==> config.mk <==
export PLATFORM = sky130hd
export DESIGN_NAME = store_rmw_ctrl
export DESIGN_NICKNAME = d
export VERILOG_FILES = /design/src/rtl/store_rmw_ctrl_pkg.sv /design/src/rtl/store_merge.sv /design/src/rtl/store_rmw_ctrl.sv
export SDC_FILE = /design/constraint.sdc
export NUM_CORES = 1
export LEC_CHECK = 0
export BUFFER_PORTS_ARGS = -buffer_cell sky130_fd_sc_hd__buf_2
export CORE_MARGIN = 4
export CORE_UTILIZATION = 41
export DETAILED_ROUTE_END_ITERATION = 16
export PLACE_DENSITY = 0.67
export SYNTH_ARGS = -nofsm -noshare
export SYNTH_HDL_FRONTEND = slang
export SYNTH_SLANG_ARGS = --single-unit
==> constraint.sdc <==
create_clock -name clk -period 2.2 [get_ports clk]
set_input_delay 0 -clock clk [delete_from_list [all_inputs] [get_ports clk]]
set_output_delay 0 -clock clk [all_outputs]
set_load 0.02 [all_outputs]
==> src/rtl/store_rmw_ctrl_pkg.sv <==
`default_nettype none
// ============================================================================
//  Module      : store_rmw_ctrl_pkg
//  Description : Shared load/store type codes, store-controller state
//                encodings and the store alignment check.
//  Revision    : 1.0 - initial release
// ============================================================================
package store_rmw_ctrl_pkg;

    // Store type codes, as carried on storetype_i
    localparam logic [1:0] STORE_SB  = 2'd0;
    localparam logic [1:0] STORE_SH  = 2'd1;
    localparam logic [1:0] STORE_SW  = 2'd2;
    localparam logic [1:0] STORE_ILL = 2'd3;

    // Load type codes used by the matching load extractor
    localparam logic [2:0] LOAD_LB  = 3'd0;
    localparam logic [2:0] LOAD_LH  = 3'd1;
    localparam logic [2:0] LOAD_LW  = 3'd2;
    localparam logic [2:0] LOAD_LBU = 3'd3;
    localparam logic [2:0] LOAD_LHU = 3'd4;

    // Store controller state encodings
    localparam logic [2:0] ST_IDLE  = 3'd0;
    localparam logic [2:0] ST_READ  = 3'd1;
    localparam logic [2:0] ST_WAIT  = 3'd2;
    localparam logic [2:0] ST_WRITE = 3'd3;
    localparam logic [2:0] ST_DONE  = 3'd4;

    // High when the store cannot be performed: misaligned or illegal type
    function automatic logic store_is_bad(input logic [1:0] st, input logic [1:0] lo);
        logic bad;
        case (st)
            STORE_SB: bad = 1'b0;
            STORE_SH: bad = lo[0];
            STORE_SW: bad = (lo != 2'b00);
            default:  bad = 1'b1;
        endcase
        return bad;
    endfunction

endpackage
`default_nettype wire

==> src/rtl/store_merge.sv <==
`default_nettype none
// ============================================================================
//  Module      : store_merge
//  Description : Combinational lane merge for sub-word stores. Inserts the
//                low byte/half of wdata into the little-endian lane selected
//                by the low address bits; other bits keep the old word.
//  Revision    : 1.0 - initial release
// ============================================================================
module store_merge
    import store_rmw_ctrl_pkg::*;
(
    input  logic [31:0] old_word_i,
    input  logic [31:0] wdata_i,
    input  logic [1:0]  storetype_i,
    input  logic [1:0]  addr_low_i,
    output logic [31:0] new_word_o
);

    // Replace only the addressed lane; SW passes wdata through whole
    always_comb begin
        new_word_o = old_word_i;
        case (storetype_i)
            STORE_SB: begin
                case (addr_low_i)
                    2'b00:   new_word_o[7:0]   = wdata_i[7:0];
                    2'b01:   new_word_o[15:8]  = wdata_i[7:0];
                    2'b10:   new_word_o[23:16] = wdata_i[7:0];
                    default: new_word_o[31:24] = wdata_i[7:0];
                endcase
            end
            STORE_SH: begin
                if (addr_low_i[1]) new_word_o[31:16] = wdata_i[15:0];
                else               new_word_o[15:0]  = wdata_i[15:0];
            end
            STORE_SW: new_word_o = wdata_i;
            default:  new_word_o = old_word_i;
        endcase
    end

endmodule
`default_nettype wire

==> src/rtl/store_rmw_ctrl.sv <==
`default_nettype none
// ============================================================================
//  Module      : store_rmw_ctrl
//  Description : SB/SH/SW store controller for a word-wide RAM without byte
//                enables. Sub-word stores do read-modify-write, SW writes
//                directly, misaligned/illegal stores retire with err.
//                ready_o stalls the pipeline while a store is in flight.
//  Revision    : 1.0 - initial release
// ============================================================================
module store_rmw_ctrl
    import store_rmw_ctrl_pkg::*;
#(
    parameter int AW = 32
)(
    input  logic          clk,
    input  logic          rst,
    input  logic          store_req_i,
    input  logic [1:0]    storetype_i,
    input  logic [AW-1:0] addr_i,
    input  logic [31:0]   wdata_i,
    output logic          ready_o,
    output logic          done_o,
    output logic          err_o,
    output logic [AW-3:0] mem_addr_o,
    output logic          mem_rd_en_o,
    input  logic [31:0]   mem_rd_data_i,
    input  logic          mem_rd_valid_i,
    output logic          mem_wr_en_o,
    output logic [31:0]   mem_wr_data_o
);

    logic [2:0]    state_q, state_d;
    logic [1:0]    type_q;
    logic [AW-1:0] addr_q;
    logic [31:0]   wdata_q;
    logic [31:0]   wr_data_q;
    logic          err_q;
    logic          accept;
    logic [31:0]   merged_word;

    assign accept = store_req_i && (state_q == ST_IDLE);

    store_merge u_merge (
        .old_word_i  (mem_rd_data_i),
        .wdata_i     (wdata_q),
        .storetype_i (type_q),
        .addr_low_i  (addr_q[1:0]),
        .new_word_o  (merged_word)
    );

    // State register; reset aborts any store in flight
    always_ff @(posedge clk) begin
        if (rst) state_q <= ST_IDLE;
        else     state_q <= state_d;
    end

    // Request latch and write-word capture (wdata for SW, merge for SB/SH)
    always_ff @(posedge clk) begin
        if (rst) begin
            type_q    <= STORE_SB;
            addr_q    <= '0;
            wdata_q   <= '0;
            wr_data_q <= '0;
            err_q     <= 1'b0;
        end else if (accept) begin
            type_q    <= storetype_i;
            addr_q    <= addr_i;
            wdata_q   <= wdata_i;
            wr_data_q <= wdata_i;
            err_q     <= store_is_bad(storetype_i, addr_i[1:0]);
        end else if (state_q == ST_WAIT && mem_rd_valid_i) begin
            wr_data_q <= merged_word;
        end
    end

    // Next-state decode; rd_valid only matters while waiting for it
    always_comb begin
        state_d = state_q;
        case (state_q)
            ST_IDLE: begin
                if (store_req_i) begin
                    if (store_is_bad(storetype_i, addr_i[1:0])) state_d = ST_DONE;
                    else if (storetype_i == STORE_SW)           state_d = ST_WRITE;
                    else                                         state_d = ST_READ;
                end
            end
            ST_READ:  state_d = ST_WAIT;
            ST_WAIT:  if (mem_rd_valid_i) state_d = ST_WRITE;
            ST_WRITE: state_d = ST_DONE;
            ST_DONE:  state_d = ST_IDLE;
            default:  state_d = ST_IDLE;
        endcase
    end

    // Strobes and handshake decoded from the current state
    always_comb begin
        ready_o     = (state_q == ST_IDLE);
        mem_rd_en_o = (state_q == ST_READ);
        mem_wr_en_o = (state_q == ST_WRITE);
        done_o      = (state_q == ST_DONE);
        err_o       = (state_q == ST_DONE) && err_q;
    end

    assign mem_addr_o    = addr_q[AW-1:2];
    assign mem_wr_data_o = wr_data_q;

endmodule
`default_nettype wire

# Word-level counts from Yosys, hierarchy flattened
# Cells that the tools add are included.
# totals
register_bits	102
in_bits	102
output_inout_bits	67
elab_cells	46
# op_classes
eq_ne	12
muxes	17
n_reduce_logical	11
# ops
operator	count
$pmux 32 s3	1
$mux 32	2
$mux 16	2
$mux 8	4
$pmux 3 s4	1
$mux 3	3
$eq 2x1->1 const B	3
$eq 2x2->1 const B	3
$eq 3x2->1 const B	2
$logic_not 2->1	3
$ne 2x2->1 const B	2
$reduce_bool 2->1	2
$eq 3x1->1 const B	1
$eq 3x3->1 const B	1
$logic_and 1x1->1	3
$logic_not 3->1	1
$pmux 1 s3	1
$reduce_or 3->1	1
$mux 1	2
$mux 2	1
$reduce_and 2->1	1

# Depth between registers and ports, before layout
# Gate-level depths: netlist of run 1.
# logic_depth
ltp_word	7
mapped_depth	7

# By module
# From an unflattened synthesis of run 1, not the netlist that was laid out.
# unflattened
hier_cells	696
area_unflattened_um2	5475.3
# by_module_without_submodules
module	n_inst	cells_per_inst	area_each_um2
store_rmw_ctrl	1	569	4481.8
store_merge	1	127	993.5

# Worst setup path after synthesis of run 1
# Ideal clock, no wire load.
# synth_path
path_type	register to register
start	register state_q[1]
end	register wdata_q[12]
setup_ps	132
t_arrival_ps	1516
required_time_ps	2068
path_slack_ps	552
path_stages_with_launch	8
n_path_buf	4
period_less_slack_ps	1648
cell_sequence	dfxtp_1 > buf_2 > or4b_1 > buf_2 > clkbuf_1 > clkbuf_1 > nand2_1 > a21oi_1
# synth_via
elab_chain_len	2
# synth_rtl
element	line	rtl
from (decl)	store_rmw_ctrl.sv:32	logic [2:0] state_q, state_d;
from (signal assigned)	store_rmw_ctrl.sv:54	else state_q <= state_d;
$logic_not 3->1	store_rmw_ctrl.sv:41	assign accept = store_req_i && (state_q == ST_IDLE);
$logic_and 1x1->1	store_rmw_ctrl.sv:41	
to (signal assigned)	store_rmw_ctrl.sv:68	wdata_q <= wdata_i;
to (decl)	store_rmw_ctrl.sv:35	logic [31:0] wdata_q;
# No other way between the ends.
# A chain may end at the register's enable or synchronous reset.

# Worst setup path in the final report of run 1
# layout_path
start	register state_q[1]
end	register wr_data_q[2], in the netlist mem_wr_data_o[2]
# layout_via
elab_chain_len	3
word_cells_on_any_way	6
cone_classes	eq/ne: 1; mux: 1; reduce/logical: 4
# layout_rtl
element	line	rtl
$eq 3x2->1 or $logic_not 3->1 (tied branches)	store_rmw_ctrl.sv:71, store_rmw_ctrl.sv:41	
$logic_and 1x1->1 (on tied branches)	store_rmw_ctrl.sv:71, store_rmw_ctrl.sv:41	
$reduce_bool 2->1 (no source line) or $mux 32 (tied branches)	--	
to (signal assigned)	store_rmw_ctrl.sv:69	wr_data_q <= wdata_i;
to (signal assigned)	store_rmw_ctrl.sv:72	wr_data_q <= merged_word;
to (decl)	store_rmw_ctrl.sv:36	logic [31:0] wr_data_q;
# Parallel ways exist; a longest one is shown, timed or not.

==> metrics.md, run 1 <==
| Metric | Value |
|---|---|
| Largest net degree at the start of global routing | 67 |
| DRT Wirelength | 15.7 mm |
| Post CTS Setup Buffer Count | 0 |
| CTS Buf Count | 9 |
| Worst min path class | in2reg |
| Clock power share | 0.306 |
| Tcrit/Tclk final | 0.928 |
| First-pass GRT wire length | 26.0 mm |
| GPL Wtd Cong | 0.900 |
| RSZ-0062 raised after global routing | no |
| Worst reg-to-reg path cell count | 4 |
| Core footprint | 11600 um2 |
| Min Tclk post-route | 2.04 ns |
| Slew headroom | 0.531 |
| Global route hottest layer | met2 |
| Crit Path Class | reg2reg |
| Area of the multi-input gates | 2420 um2 |
| Post-route DRC | 0 |
| Met1 GRT Util | 0.295 |
| Final net count | 916 |
| Final Hold Fails | 0 |
| Worst VDD drop | 0.419 mV |
| Max Cap Violations | 0 |
| Die ar. | 13900 um2 |
| Worst Hold Endpoint | mem_wr_data_o[8] |
| Leakage | 0.00280 uW |
| CP endpoint kind | flip-flop |
| Power Density | 742 nW/um2 |
| Starting DRT DRC Count | 383 |
| Hold Crit Start | mem_rd_data_i[8] |
| WP data arrival | 2.24 ns |
| Psw | 1620 uW |
| Syn_area_per_cell | 7.94 um2 |
| Sequential Area | 2040 um2 |
| Total design power | 4980 uW |
| Post-synthesis register bit count | 102 |
| Clock Skews | 0.0104 ns |
| R2R Setup Slk | 0.16 ns |
| CTS tree | yes |
| Post-route ant nets | 0 |
| Num rows | 39 |
| Async S/R FF share, synth | 0 |
| H-tree depth | 3 |
| Drt first pass iters | 5 |
| Hpwl dp | 10.6 mm |
| Share of layout cells above drive strength 1 | 0.278 |
| Root Buffer Master | clkbuf_16 |
| Global-route met3 utilization | 0.0610 |
| Critical Path RT | 2.40 ns |
| Remaining Overflow, GRT | 0 |
| Initial cell density of the core | 0.427 |
| Post-Synthesis Cells | 625 |
| Comb pwr share | 0.262 |
| Worst skew pair latency | 0.34 ns |
| Clock sinks | 102 |
| Hold depth | 3 |
| Crit path max fanout | 66 |
| Syn Nets | 727 |
| Setup TNS | 0 ns |
| # diodes | 0 |
| Routed WL per cell | 16.3 um |
| Gr usage total | 0.224 |
| Vias in the first global route | 5065 |
| Worst r2r src | state_q[1] |
| Die H | 118 um |
| EDFF count, synth | 0 |
| Number of fill cells | 1056 |
| Clock transition at path regs | 0.07 ns |
| Post-DR vias/cell | 5.40 |
| Reg power frac | 0.432 |
| Fmax | 490 MHz |
| Synth Cell Area | 4960 um2 |
| Sw frac | 0.324 |
| Area growth, synth to finish | 35.2% |
| YS warnings | 0 |
| Main synth FF type | dfxtp_1 |
| Final-report setup violation count | 0 |
| Top Ports | 169 |
| Slew Viols, Final | 0 |
| Tightest Pin Transition | 0.704 ns |
| Width of the chip | 118 um |
| Vias | 5191 |
| Synth cell types | 42 |
| Internal power | 3370 uW |
| CP startpoint kind | flip-flop |
| FF-to-FF End | mem_wr_data_o[2] |
| Port-buffer cells | 168 |
| Met2 Usage GRT | 0.369 |
| Status | finished clean |
| Sequential share of the synthesized area | 0.411 |
| Clock buffer depth | 2 |
| Initial antenna violation count | 0 |
-- layer usage --
metal / vias up / wire length, um
met5: - / 0
met4: 0 / 233
met3: 16 / 1170
met2: 228 / 7380
met1: 2409 / 6920
li1: 2538 / -
-- cells in the mapped netlist (9+ instances only) --
| master | count | area, um2 |
|---|---|---|
| o32ai_1 | 10 | 87.6 |
| o221ai_1 | 9 | 78.8 |
| nand2_1 | 162 | 608 |
| nor2b_1 | 10 | 62.6 |
| o21ai_1 | 23 | 115 |
| dfxtp_1 | 102 | 2040 |
| mux2_2 | 16 | 180 |
| o21ai_0 | 17 | 85.1 |
| buf_2 | 18 | 90.1 |
| inv_1 | 17 | 63.8 |
| a21oi_1 | 79 | 395 |
| clkbuf_1 | 30 | 113 |
| a211oi_1 | 17 | 128 |
| buf_4 | 30 | 225 |
-- sequential cells by signal, indices dropped and copies added, names as in the netlist --
signal         flops
addr_q            32
err_q              1
mem_wr_data_o     32
state_q            3
type_q             2
wdata_q           32
-- worst max-delay path, stage by stage (launching register included) --
cell      delay [ns]
dfxtp_1         0.46
or4b_4          0.64
o31ai_1         0.17
a211oi_1        0.45
o32ai_2         0.15
-- logic make-up (layout without fill, tap and decap cells) --
kind of cell | count (synthesis) | in the layout | synth area share
compound gates | 203 | 203 | 0.267
buf+inv | 100 | 294 | 0.104
simple gates | 196 | 196 | 0.165
flops | 102 | 102 | 0.411
mux | 24 | 24 | 0.0524
-- metrics by stage --
step,utilization,area [um2],setup slack [ns],hold WS [ns],cells
after floorplan,-,4960,0.552,0.136,625
after global placement,0.491,5700,0.297,0.244,873
after detailed placement,0.491,5700,0.220,0.250,873
after CTS,0.578,6710,0.204,0.00227,962
after global routing,0.578,6710,0.0710,0.0262,962
final,0.578,6710,0.158,0.0267,962
-- timing repair --
action | in CTS | in global routing
resized for setup | 0 | 0
endpoints found under the hold margin | 80 | 0
hold buffers | 73 | 0
-- power by group through the flow --
stage | Clock, uW | Sequential (uW) | Combinational, uW
after global placement | 0 | 2180 | 1180
after CTS | 1570 | 2150 | 1300
final | 1530 | 2150 | 1310
after global routing | 1640 | 2170 | 1440
after floorplan | 0 | 2240 | 765
after detailed placement | 0 | 2190 | 1190
-- cell usage in the layout, fill, tap and decap left out, drive strengths merged, types with 2 or more instances in the layout --
cell         count
buf            187
nand2          162
dfxtp          102
a21oi           80
dlygate4sd3     73
o21ai           40
inv             20
a211oi          17
mux2            16
o32ai           15
nor2b           10
clkbuf          10
o221ai           9
a31oi            8
a32o             8
a221oi           8
o2bb2ai          8
mux2i            8
o31ai            7
nor2             6
or2              3
clkinv           3
nor3b            2
nand2b           2
nand3            2
or4b             2
-- layout make-up --
cell class,instances,share of cell area
Tap cell,143,0.0266
Inverter,18,0.0101
Clock buffer,10,0.0356
Clock inverter,6,0.00652
Multi-Input combinational cell,423,0.360
Sequential cell,102,0.304
Timing Repair Buffer,260,0.257
-- worst max path at each step --
| stage | from | end | slack [ns] | cells past startpoint |
|---|---|---|---|---|
| after floorplan | state_q[1] | wdata_q[12] | 0.55 | 7 |
| after global placement | state_q[2] | mem_wr_data_o[18] | 0.30 | 4 |
| after detailed placement | state_q[2] | mem_wr_data_o[20] | 0.22 | 4 |
| after CTS | state_q[1] | mem_wr_data_o[2] | 0.20 | 4 |
| after global routing | type_q[0] | mem_wr_data_o[16] | 0.07 | 5 |
| final | state_q[1] | mem_wr_data_o[2] | 0.16 | 4 |
Note: power is estimated with default switching activity, not from simulation.
==> run 2: changes to the inputs <==
--- a/config.mk
+++ b/config.mk
@@ -9,7 +9,7 @@
 export CORE_MARGIN = 4
 export CORE_UTILIZATION = 41
 export DETAILED_ROUTE_END_ITERATION = 16
-export PLACE_DENSITY = 0.67
+export PLACE_DENSITY_LB_ADDON = 0.05
 export SYNTH_ARGS = -nofsm -noshare
 export SYNTH_HDL_FRONTEND = slang
 export SYNTH_SLANG_ARGS = --single-unit
==> metrics.md, run 2 (synthesis gave the netlist of run 1 again) <==
| Metric | Value |
|---|---|
| Starting DRT DRC Count | 296 (-23%) |
| Status | finished clean |
| Internal power | 3360 uW (-0.28%) |
| Hold depth | 3 (unchanged) |
| Root Buffer Master | clkbuf_16 |
| Hold Crit Start | mem_rd_data_i[5] |
| Fin util | 0.579 (+0.000970) |
| Final Hold Fails | 0 (unchanged) |
| Psw | 1590 uW (-2.0%) |
| Worst skew pair latency | 0.34 ns (about the same) |
| Vias | 5114 (-1.5%) |
| Worst VDD drop | 0.336 mV (-20%) |
| Pre-CTS WS | 0.285 ns (+0.0655 ns) |
| Largest net degree at the start of global routing | 66 (-1.5%) |
| Routed WL per cell | 16.5 um (+1.0%) |
| Final-report setup violation count | 0 (unchanged) |
| Area of the multi-input gates | 2420 um2 (+0.31%) |
| Reg power frac | 0.435 (+0.003) |
| Sw frac | 0.321 (-0.00375) |
| Max Cap Violations | 0 (unchanged) |
| Min Tclk post-route | 1.96 ns (-0.0848 ns) |
| Worst r2r src | type_q[0] |
| Crit-path slowest cell | a21oi_1 |
| Width of the chip | 118 um (unchanged) |
| Number of fill cells | 1072 (+1.5%) |
| R2R Setup Slk | 0.24 ns (+0.08 ns) |
| CTS Buf Count | 9 (unchanged) |
| Setup TNS | 0 ns (unchanged) |
| Initial antenna violation count | 0 (unchanged) |
| WP data arrival | 2.20 ns (-0.04 ns) |
| Tightest Pin Transition | 0.722 ns (+0.0175 ns) |
| Initial cell density of the core | 0.427 (unchanged) |
| Top Ports | 169 (unchanged) |
| Crit path cell chain | buf_4 -> nor2b_1 -> a21oi_1 -> a211oi_1 -> o32ai_1 |
| Critical Path Max Stage Delay | 0.58 ns (-0.06 ns) |
| Post_cts resized | 0 (unchanged) |
| CTS Hold Bufs | 75 (+2.7%) |
| Post-route DRC | 0 (unchanged) |
| Post CTS Setup Buffer Count | 0 (unchanged) |
| Worst min path class | in2reg |
| RSZ-0062 raised after global routing | no |
| Sequential Area | 2040 um2 (unchanged) |
| # diodes | 0 (unchanged) |
| H-tree depth | 3 (unchanged) |
| Tcrit/Tclk final | 0.890 (-0.0386) |
| Core footprint | 11600 um2 (unchanged) |
| Crit Path Class | reg2reg |
| Clock power share | 0.300 (-0.006) |
| Final net count | 916 (unchanged) |
| Area growth, synth to finish | 35.5% |
| CP startpoint kind | flip-flop |
| Clock Skews | 0.00751 ns (-0.00292 ns) |
| Leakage | 0.00280 uW (-0.10%) |
| Worst Slack Setup Final | 0.242 ns (+0.0848 ns) |
| Clock buffer depth | 2 (unchanged) |
| Remaining Overflow, GRT | 0 (unchanged) |
| Vias in the first global route | 4992 (-1.4%) |
| FF-to-FF End | mem_wr_data_o[19] |
| Die H | 118 um (unchanged) |
| Comb pwr share | 0.266 (+0.004) |
| Most common cell after layout, fill and taps aside | buf_2 |
| Share of layout cells above drive strength 1 | 0.274 (-0.00488) |
| Hpwl dp | 10.7 mm (+0.80%) |
| Most frequent cells in the layout | buf_2 (168), nand2_1 (162), dfxtp_1 (102), a21oi_1 (79), dlygate4sd3_1 (75) |
| DRT Wirelength | 15.9 mm (+1.0%) |
| Slew Viols, Final | 0 (unchanged) |
| CP startpoint | type_q[0] |
| Worst Hold Endpoint | mem_wr_data_o[5] |
| Final non-filler cell total | 962 (unchanged) |
| CP endpoint kind | flip-flop |
| First-pass GRT wire length | 25.8 mm (-0.74%) |
| Clock sinks | 102 (unchanged) |
| CTS tree | yes |
| Gr usage total | 0.224 (+0.000596) |
| Die ar. | 13900 um2 (unchanged) |
| Fmax | 511 MHz (+4.3%) |
| Post-DR vias/cell | 5.32 (-1.5%) |
| Clock transition at path regs | 0.07 ns (about the same) |
| Worst reg-to-reg path cell count | 5 (+1) |
| Port-buffer cells | 168 (unchanged) |
| Placed Cells | 871 (-0.23%) |
| Num rows | 39 (unchanged) |
| Drt first pass iters | 5 (unchanged) |
| GPL Wtd Cong | 0.844 (-6.2%) |
| Critical Path RT | 2.45 ns (+0.05 ns) |
| Slew headroom | 0.519 (-0.0117) |
| Post-route ant nets | 0 (unchanged) |
| Power Density | 735 nW/um2 (-1.0%) |
| Crit path max fanout | 29 (-56%) |
-- run 2: changes by cell type in the layout (fill, tap and decap cells not counted), sizes merged --
cell         previous run  this run
clkinv                  3         4
dlygate4sd3            73        75
clkbuf                 10        12
buf                   187       185
inv                    20        17
-- run 2: cell type report --
cell class	count	share of cell area
clock buffer	12	0.0367
clock inverter	4	0.00335
inverter	18	0.0100
multi-input combinational	423	0.360
sequential	102	0.304
tap	143	0.0266
timing repair buffer	260	0.259
-- run 2: through the flow --
| stage | total power [uW] | hold slack [ns] | cell area (um2) |
|---|---|---|---|
| final | 4940 | 0.0616 | 6730 |
| after global routing | 5210 | 0.0804 | 6730 |
| after floorplan | 3010 | 0.136 | 4960 |
| after CTS | 4970 | 0.0498 | 6730 |
| after detailed placement | 3390 | 0.246 | 5710 |
| after global placement | 3370 | 0.240 | 5710 |
-- run 2: critical path, delay by kind of cell (launching register included) --
| kind | cells | cell delay (ns) |
|---|---|---|
| AO/OA/AOI/OAI | 3 | 1.05 |
| buffers and inverters | 1 | 0.32 |
| flip-flops | 1 | 0.33 |
| AND/OR/NAND/NOR | 1 | 0.16 |
-- run 2: power by group through the flow --
stage	Clock (uW)	Sequential [uW]	Combinational [uW]
final	1480	2150	1310
after global routing	1600	2170	1440
after CTS	1510	2150	1310
after detailed placement	0	2190	1200
after global placement	0	2180	1190
after floorplan	0	2240	765
-- run 2: routing by layer --
metal / wire length [um] / vias up / global-route usage
met2: 7350 / 173 / 0.361
li1: - / 2532 / -
met5: 0 / - / 0
met4: 262 / 0 / 0.0659
met3: 909 / 20 / 0.0476
met1: 7350 / 2389 / 0.303
-- run 2: worst max path at each step --
| stage | endpoint | slack [ns] |
|---|---|---|
| 6_report | mem_wr_data_o[19] | 0.24 |
| 5_1_grt | mem_wr_data_o[18] | 0.05 |
| 4_1_cts | mem_wr_data_o[18] | 0.27 |
| 3_5_place_dp | mem_wr_data_o[18] | 0.29 |
| 3_3_place_gp | mem_wr_data_o[9] | 0.33 |
| 2_1_floorplan | wdata_q[12] | 0.55 |
==> run 3: changes to the inputs <==
--- a/config.mk
+++ b/config.mk
@@ -12,4 +12,5 @@
 export PLACE_DENSITY_LB_ADDON = 0.05
 export SYNTH_ARGS = -nofsm -noshare
 export SYNTH_HDL_FRONTEND = slang
+export SYNTH_HIERARCHICAL = 1
 export SYNTH_SLANG_ARGS = --single-unit
==> metrics.md, run 3 <==
| Metric | Value |
|---|---|
| Initial cell density of the core | 0.427 (-0.000567) |
| EDFF count, synth | 0 (unchanged) |
| Tcrit/Tclk final | 0.935 (+0.0447) |
| Crit path cell chain | nor2b_1 -> buf_4 -> a31oi_2 -> a221o_1 -> inv_1 -> a32o_1 -> a211oi_1 |
| Vias in the first global route | 5222 (+4.6%) |
| Count leader, synth | nand2_1 |
| Num rows | 41 (+5.1%) |
| Final net count | 965 (+5.3%) |
| Hold Crit Start | store_req_i |
| Gr usage total | 0.230 (+0.00531) |
| Synth cell types | 42 (unchanged) |
| Critical Path Max Stage Delay | 0.53 ns (-0.05 ns) |
| Remaining Overflow, GRT | 0 (unchanged) |
| Routed WL per cell | 17.0 um (+2.9%) |
| Psw | 1710 uW (+7.7%) |
| Power Density | 714 nW/um2 (-2.9%) |
| Top Ports | 169 (unchanged) |
| Crit Path Class | reg2reg |
| Syn Nets | 798 (+9.8%) |
| Worst r2r src | type_q[0] |
| CP startpoint kind | flip-flop |
| Largest net degree at the start of global routing | 69 (+4.5%) |
| Most frequent cells after synthesis | nand2_1 (140), dfxtp_1 (102), a21oi_1 (100) |
| Root Buffer Master | clkbuf_16 |
| Die ar. | 15300 um2 (+9.6%) |
| Leakage | 0.00313 uW (+12%) |
| Sw frac | 0.334 (+0.0134) |
| Crit-path slowest cell | dfxtp_1 |
| RSZ-0062 raised after global routing | no |
| Width of the chip | 124 um (+4.7%) |
| H-tree depth | 3 (unchanged) |
| Vias | 5564 (+8.8%) |
| Syn_area_per_cell | 7.87 um2 (-0.97%) |
| Final-report setup violation count | 0 (unchanged) |
| First-pass GRT wire length | 27.2 mm (+5.4%) |
| Async S/R FF share, synth | 0 (unchanged) |
| CTS tree | yes |
| Fmax | 486 MHz (-4.8%) |
| Clock transition at path regs | 0.07 ns (about the same) |
| Status | finished clean |
| Worst reg-to-reg path cell count | 7 (+2) |
| Placed Cells | 958 (+10%) |
| WP buf/inv | 2 (+1) |
| Crit path max fanout | 11 (-62%) |
| Sequential share of the synthesized area | 0.373 (-0.0383) |
| CP delay by family, top | compound AO/OA/AOI/OAI gates |
| Initial antenna violation count | 0 (unchanged) |
| GPL Wtd Cong | 0.886 (+4.9%) |
| Synth Cell Area | 5480 um2 (+10%) |
| Min Tclk post-route | 2.06 ns (+0.0984 ns) |
| Hold depth | 4 (+1) |
| Area contributors post-synth | dfxtp_1 (37%), nand2_1 (9.6%), a21oi_1 (9.1%) |
| Area growth, synth to finish | 30.7% |
| Starting DRT DRC Count | 391 (+32%) |
| Slew Viols, Final | 0 (unchanged) |
| Internal power | 3400 uW (+1.3%) |
| FF-to-FF End | mem_wr_data_o[16] |
| Comb pwr share | 0.275 (+0.009) |
| Setup TNS | 0 ns (unchanged) |
| Post-synthesis register bit count | 102 (unchanged) |
| Post-route ant nets | 0 (unchanged) |
| Most common cell after layout, fill and taps aside | buf_2 |
| Synth top area share | 0.373 (-0.0383) |
| Drt first pass iters | 5 (unchanged) |
| Port-buffer cells | 168 (unchanged) |
| Critical Path RT | 2.48 ns (+0.03 ns) |
| Clock buffer depth | 2 (unchanged) |
| YS warnings | 6 (+6) |
| Clock sinks | 102 (unchanged) |
| Worst VDD drop | 0.375 mV (+11%) |
| CP endpoint kind | flip-flop |
| Hpwl dp | 12.1 mm (+13%) |
| Clock power share | 0.304 (+0.004) |
| Slew headroom | 0.589 (+0.0702) |
| Share of layout cells above drive strength 1 | 0.256 (-0.0177) |
| Post-route DRC | 0 (unchanged) |
| Worst Hold Endpoint | state_q[1] |
| Clock Skews | 0.00602 ns (-0.00149 ns) |
| Post-DR vias/cell | 5.35 (+0.64%) |
| Post CTS Setup Buffer Count | 0 (unchanged) |
| CTS Buf Count | 9 (unchanged) |
| Reg power frac | 0.421 (-0.014) |
| Post-Synthesis Cells | 696 (+11%) |
| DRT Wirelength | 17.7 mm (+11%) |
| R2R Setup Slk | 0.14 ns (-0.10 ns) |
| Final non-filler cell total | 1040 (+8.1%) |
| Pre-CTS WS | 0.154 ns (-0.131 ns) |
| Core footprint | 12800 um2 (+10%) |
| Tightest Pin Transition | 0.616 ns (-0.105 ns) |
| Worst Slack Setup Final | 0.144 ns (-0.0984 ns) |
| Max Cap Violations | 0 (unchanged) |
| # diodes | 0 (unchanged) |
| WP data arrival | 2.33 ns (+0.13 ns) |
| Worst skew pair latency | 0.36 ns (+0.02 ns) |
| Most frequent cells in the layout | buf_2 (167), nand2_1 (140), dfxtp_1 (101), a21oi_1 (100), dlygate4sd3_1 (66) |
| Die H | 124 um (+4.7%) |
| Worst min path class | in2reg |
| Main synth FF type | dfxtp_1 |
| Leading area contributor after synthesis | dfxtp_1 |
| Final Hold Fails | 0 (unchanged) |
## run 3: changes by cell type after synthesis, sizes merged, moves of 22 or more
cell and delta:
a32o +23, a211oi +22, nand2 -22, nor2 +30, o21ai -38, a21oi +22
## run 3: power by group through the flow
| stage | Combinational [uW] | Sequential [uW] | Clock [uW] |
|---|---|---|---|
| floorplan | 881 | 2230 | 0 |
| global placement | 1290 | 2190 | 0 |
| detailed placement | 1310 | 2190 | 0 |
| CTS | 1400 | 2150 | 1590 |
| global route | 1540 | 2170 | 1680 |
| finish | 1400 | 2150 | 1550 |
## run 3: final cells by class
cell class              instances  area [um2]
fillers                      1257        5670
multi-input cells             464        2800
flip-flops and latches        102        2040
repair buffers                253        1700
clock buffers                   9         225
well taps                     172         215
inverters                      33         124
clock inverters                 7        57.6
## run 3: cell families after synthesis
group           Yosys count  synth area share
simple gates            227             0.186
mux                      13            0.0318
flops                   102             0.373
buf+inv                 130             0.121
compound gates          224             0.289
## run 3: what timing repair did
action                                  4_1_cts  5_1_grt
hold buffers                                 66        0
endpoints found under the hold margin        67        0
endpoints found under the setup margin        0        2
gates resized for setup                       0        2
## run 3: metrics by stage
step,area (um2),hold WS [ns],total power [uW],utilization
2_1_floorplan,5480,0.136,3110,-
3_3_place_gp,6200,0.240,3480,0.484
3_5_place_dp,6200,0.248,3500,0.484
4_1_cts,7150,0.108,5140,0.557
5_1_grt,7160,0.164,5390,0.558
6_report,7160,0.125,5110,0.558
## run 3: worst register-to-register path: stages, from the launching register on
cell and delay, ns:
dfxtp_1 0.53, nor2b_1 0.09, buf_4 0.20, a31oi_2 0.42, a221o_1 0.25, inv_1 0.04, a32o_1 0.24, a211oi_1 0.21
## run 3: routing by layer
metal  track usage  wire length [um]  vias to the layer above
li1              -                 -                     2745
met1         0.301              7890                     2629
met2         0.383              8340                      171
met3        0.0522              1170                       19
met4        0.0574               253                        0
met5             0                 0                        -
## run 3: worst max-delay path by stage
stage | depth (start not counted) | slack, ns | startpoint | endpoint
2_1_floorplan | 7 | 0.52 | type_q[1] | mem_wr_data_o[4]
3_3_place_gp | 7 | 0.24 | type_q[0] | mem_wr_data_o[13]
3_5_place_dp | 7 | 0.15 | type_q[0] | mem_wr_data_o[13]
4_1_cts | 7 | 0.13 | type_q[0] | mem_wr_data_o[13]
5_1_grt | 7 | 0.03 | type_q[0] | mem_wr_data_o[17]
6_report | 7 | 0.14 | type_q[0] | mem_wr_data_o[16]
